### src/rtl/inst_word_serializer.sv
// inst_word_serializer: turns one decoded instruction per request into the 16-bit instruction word stream,
// appending the immediate word after LDM and tracking the last accepted word and a word count.
module inst_word_serializer #(
    parameter logic [4:0]  LDM_OPCODE = 5'b00111,
    parameter logic [15:0] NOP_WORD   = 16'hF800,
    parameter int          CNT_W      = 16
) (
    input  logic             clk,
    input  logic             rst_n,
    input  logic             req_valid,
    output logic             req_ready,
    input  logic [4:0]       req_opcode,
    input  logic [10:0]      req_operand,
    input  logic [15:0]      req_imm,
    output logic             word_valid,
    input  logic             word_ready,
    output logic [15:0]      word,
    output logic             word_is_imm,
    output logic [15:0]      last_word,
    output logic [CNT_W-1:0] word_count
);
    localparam logic [1:0] IDLE = 2'd0, OPW = 2'd1, IMM = 2'd2;
    logic [1:0]  state;
    logic [4:0]  op;
    logic [15:0] imm;
    logic        word_fire, req_fire, held_ldm;
    always_comb begin
        word_valid = (state == OPW) | (state == IMM);
        word_fire  = word_valid & word_ready;
        held_ldm   = op == LDM_OPCODE;
        req_ready  = (state == IDLE) | (state == OPW & word_fire & ~held_ldm) | (state == IMM & word_fire);
        req_fire   = req_valid & req_ready;
    end
    // a new request can only fire once the held word leaves, so it takes priority over the drain path
    always_ff @(posedge clk or negedge rst_n) begin
        if (!rst_n) begin
            state       <= IDLE;
            op          <= 5'd0;
            imm         <= 16'd0;
            word        <= 16'd0;
            word_is_imm <= 1'b0;
            last_word   <= NOP_WORD;
            word_count  <= '0;
        end else begin
            if (req_fire) begin
                state       <= OPW;
                op          <= req_opcode;
                imm         <= req_imm;
                word        <= {req_opcode, req_operand};
                word_is_imm <= 1'b0;
            end else if (word_fire) begin
                state       <= (state == OPW & held_ldm) ? IMM : IDLE;
                word        <= (state == OPW & held_ldm) ? imm : word;
                word_is_imm <= state == OPW & held_ldm;
            end
            if (word_fire) begin
                last_word  <= word;
                word_count <= word_count + CNT_W'(1);
            end
        end
    end
endmodule

### config.mk
export PLATFORM = sky130hd
export DESIGN_NAME = inst_word_serializer
export DESIGN_NICKNAME = d
export VERILOG_FILES = /design/src/rtl/inst_word_serializer.sv
export SDC_FILE = /design/constraint.sdc
export NUM_CORES = 1
export LEC_CHECK = 0
export CAP_MARGIN = 15
export CORE_MARGIN = 2
export CORE_UTILIZATION = 50
export DETAILED_ROUTE_END_ITERATION = 12
export PLACE_DENSITY = 0.89
export RECOVER_POWER = 100
export SKIP_CTS_REPAIR_TIMING = 1
export SLEW_MARGIN = 20
export SYNTH_ARGS = -nofsm -noshare
export SYNTH_HDL_FRONTEND = slang
export SYNTH_SLANG_ARGS = --single-unit
### constraint.sdc
create_clock -name clk -period 3.6 [get_ports clk]
set_input_delay 0.36 -clock clk [delete_from_list [all_inputs] [get_ports clk]]
set_output_delay 0.36 -clock clk [all_outputs]
set_load 0.03 [all_outputs]
==> qor.tcl <==
set qor(drt-initial-drc-count) 69
set qor(worst-setup-path-type) {reg -> reg}
set qor(ys_ff_latch) 71
set qor(wirelength_um) 6100
set qor(grt_max_degree) 72
set qor(cts_sinks) 71
set qor(post_synth.cell_area_avg_um2) 14.8
set qor(layout.core_utilization) 0.704
set qor(fin_worst_hold_slack_ns) 0.469
set qor(ctsLongestPathBuffers) 2
set qor(cts.htree.levels) 3
set qor(ant_nets) 0
set qor(fin_worst_skew_ns) 0.00654
set qor(drt_first_pass_iters) 4
set qor(timing_hold_violations_final) 0
set qor(die_width_um) 82.3
set qor(layout-drive-gt1-share) 0.180
set qor(tritoncts) {yes}
set qor(post_synthesis_net_count) 247
set qor(critPathArrivalTime_ns) 3.26
set qor(die_area_um2) 6780
set qor(detail_route.wl_per_cell_um) 16.1
set qor(crit_path_end) {imm[1]$_DFFE_PN0P_}
set qor(boundaryPins) 87
set qor(syn-cell-area_um2) 3070
set qor(post-route-worst-setup-slack_ns) 0.562
set qor(yosysSeqAreaShare) 0.581
set qor(syn_inst) 207
set qor(grt_overflow_total) 0
set qor(fillers) 425
set qor(rrSetupSlack_ns) 0.56
set qor(clk_pin_slew_ns) 0.08
set qor(final_net_count) 340
set qor(timing.critical_path.required_ns) 3.82
set qor(drt_drc_violations_left) 0
set qor(start_util) 0.518
set qor(detailroute.via_count) 1948
set qor(clock_latency_ns) 0.34
set qor(routabilityCongestion) 0.733
set qor(area_growth_pct) 35.8
set qor(clock-root-buffer) {sky130_fd_sc_hd__clkbuf_8}
set qor(port_buffers) 86
set qor(timing.max_cap.violations) 1
set qor(timing.fmax_mhz) 329
set qor(endpoint_of_the_worst_register_to_register_path) {imm[1]$_DFFE_PN0P_}
set qor(power_density_nw_per_um2) 869
set qor(critical_path.startpoint) {word_is_imm$_DFFE_PN0P_}
set qor(rsz0062_at_grt) {no}
set qor(die_y_extent_um) 82.3
set qor(antenna_found_initial) 0
set qor(core.rowCount) 28
set qor(ys_warn_count) 0
set qor(critPathMaxFanout) 27
set qor(p_leak_nw) 1.80
set qor(reg2regPathDepth) 7
set qor(worst_hold_path_type) {in -> async}
set qor(timing_max_transition_violations_final) 72
set qor(dp_hpwl_um) 4270
set qor(detailedPlace.worstSlack_ns) 0.980
set qor(fin_crit_ns) 3.04
set qor(yosys.cell_types.count) 30
set qor(peakVddDrop_mv) 0.438
set qor(antennaDiodeCount) 0
set qor(end_kind) {flop}
set qor(violations) {capacitance limit, slew limit}
set qor(relSlewSlack) -0.149
set qor(global_route.usage.total) 0.202
set qor(post-route-period-util) 0.844
set qor(run_status) {finished with violations}
set qor(via_per_inst) 5.13
set qor(wire_length_of_the_first_global_routing_pass_um) 10100
set qor(design_power_total_mw) 3.62
set qor(core_region_area_um2) 5920
set qor(start_kind) {flop}
set qor(final.setup.tns_ns) 0
set qor(report.final.setup_viol) 0
set qor(worst_pin_slew_ns) 1.72
set qor(grt_pass1_vias) 2107
set qor(r2r-start) {word_is_imm$_DFFE_PN0P_}
set qor(cts_buffers) 9
==> cells by family after synthesis <==
kind of cell	after synthesis	synth area share
AO/OA/AOI/OAI	5	0.0135
XOR/XNOR	15	0.0428
adder cells (fa/ha/maj)	4	0.0163
buffers and inverters	10	0.0196
flip-flops	71	0.581
multiplexers	70	0.267
AND/OR/NAND/NOR	32	0.0603
==> synthesized netlist by cell type <==
cell type | number | area (um2)
sky130_fd_sc_hd__mux2_2 | 27 | 304
sky130_fd_sc_hd__a21oi_1 | 1 | 5.00
sky130_fd_sc_hd__buf_6 | 2 | 22.5
sky130_fd_sc_hd__mux2_1 | 35 | 394
sky130_fd_sc_hd__buf_2 | 3 | 15.0
sky130_fd_sc_hd__a21o_1 | 1 | 7.51
sky130_fd_sc_hd__nand2_2 | 1 | 6.26
sky130_fd_sc_hd__and3_1 | 1 | 6.26
sky130_fd_sc_hd__o311ai_1 | 1 | 8.76
sky130_fd_sc_hd__nand4_1 | 6 | 37.5
sky130_fd_sc_hd__clkbuf_1 | 1 | 3.75
sky130_fd_sc_hd__dfrtp_1 | 66 | 1650
sky130_fd_sc_hd__buf_4 | 1 | 7.51
sky130_fd_sc_hd__nor2_1 | 4 | 15.0
sky130_fd_sc_hd__nor4_4 | 1 | 21.3
sky130_fd_sc_hd__a21oi_2 | 1 | 8.76
sky130_fd_sc_hd__and2_1 | 1 | 6.26
sky130_fd_sc_hd__ha_1 | 4 | 50.1
sky130_fd_sc_hd__xnor2_1 | 12 | 105
sky130_fd_sc_hd__nand2b_4 | 1 | 13.8
sky130_fd_sc_hd__or2_2 | 1 | 6.26
sky130_fd_sc_hd__dfstp_2 | 5 | 131
sky130_fd_sc_hd__a21boi_2 | 1 | 11.3
sky130_fd_sc_hd__mux2_4 | 8 | 120
sky130_fd_sc_hd__nand2_1 | 9 | 33.8
sky130_fd_sc_hd__nor4_1 | 2 | 12.5
sky130_fd_sc_hd__inv_1 | 3 | 11.3
sky130_fd_sc_hd__xor2_1 | 3 | 26.3
sky130_fd_sc_hd__nand2b_1 | 1 | 6.26
sky130_fd_sc_hd__nand3_1 | 4 | 20.0
==> registers in the layout, summed over array words and instances (netlist names) <==
name,count
imm,16
last_word,16
op,5
state,1
word,16
word_count,16
word_is_imm,1
==> through the flow <==
| step | instance area (um2) | instances |
|---|---|---|
| detailed placement | 4020 | 364 |
| global route | 4170 | 380 |
| CTS | 4220 | 380 |
| floorplan | 3070 | 207 |
| global placement | 4020 | 364 |
| finish | 4170 | 380 |
==> placed cells by master, fill, tap and decap left out, types with 5 or more instances in the layout <==
master,count
sky130_fd_sc_hd__dlygate4sd3_1,51
sky130_fd_sc_hd__mux2_1,43
sky130_fd_sc_hd__nand2_1,10
sky130_fd_sc_hd__nand4_1,6
sky130_fd_sc_hd__clkdlybuf4s50_1,34
sky130_fd_sc_hd__xnor2_1,12
sky130_fd_sc_hd__dfstp_2,5
sky130_fd_sc_hd__dfrtp_1,66
sky130_fd_sc_hd__mux2_2,26
sky130_fd_sc_hd__clkbuf_8,11
==> per-layer routing <==
layer | wire length [um] | vias to the layer above | GRT usage
li1 | - | 908 | -
met1 | 2520 | 969 | 0.247
met2 | 3110 | 63 | 0.320
met3 | 365 | 8 | 0.0717
met4 | 98 | 0 | 0.0950
met5 | 0 | - | 0
==> final cells by class <==
| cell class | count | area [um2] | area share |
|---|---|---|---|
| timing repair buffer | 89 | 872 | 0.209 |
| inverter | 3 | 11.3 | 0.00270 |
| clock buffer | 11 | 151 | 0.0363 |
| multi-input combinational | 126 | 1200 | 0.288 |
| sequential | 71 | 1780 | 0.428 |
| clock inverter | 5 | 56.3 | 0.0135 |
| tap | 75 | 93.8 | 0.0225 |
==> worst max-delay path, stage by stage (launching register included) <==
cell	delay, ns
sky130_fd_sc_hd__dfrtp_1	0.39
sky130_fd_sc_hd__inv_1	0.08
sky130_fd_sc_hd__ha_1	0.39
sky130_fd_sc_hd__and2_0	0.38
sky130_fd_sc_hd__a21oi_1	0.20
sky130_fd_sc_hd__a21boi_4	0.44
sky130_fd_sc_hd__clkbuf_2	0.61
sky130_fd_sc_hd__mux2_2	0.41
==> how the worst min path moves through the flow <==
stage	endpoint	slack, ns	cells past startpoint
after global routing	word_count[15]$_DFFE_PN0P_	0.50	1
after detailed placement	word_count[15]$_DFFE_PN0P_	0.47	1
final	word_count[10]$_DFFE_PN0P_	0.47	1
after global placement	word_count[15]$_DFFE_PN0P_	0.46	1
after floorplan	imm[0]$_DFFE_PN0P_	0.06	0
after CTS	word_count[10]$_DFFE_PN0P_	0.16	1
==> where the power goes <==
| part | switching (mW) | total [mW] | leakage (nW) | internal (mW) |
|---|---|---|---|---|
| clock | 0.295 | 0.651 | 0.105 | 0.356 |
| sequential | 0.231 | 1.40 | 0.852 | 1.17 |
| combinational | 0.856 | 1.57 | 0.844 | 0.718 |
(Power assumes the default switching activity.)
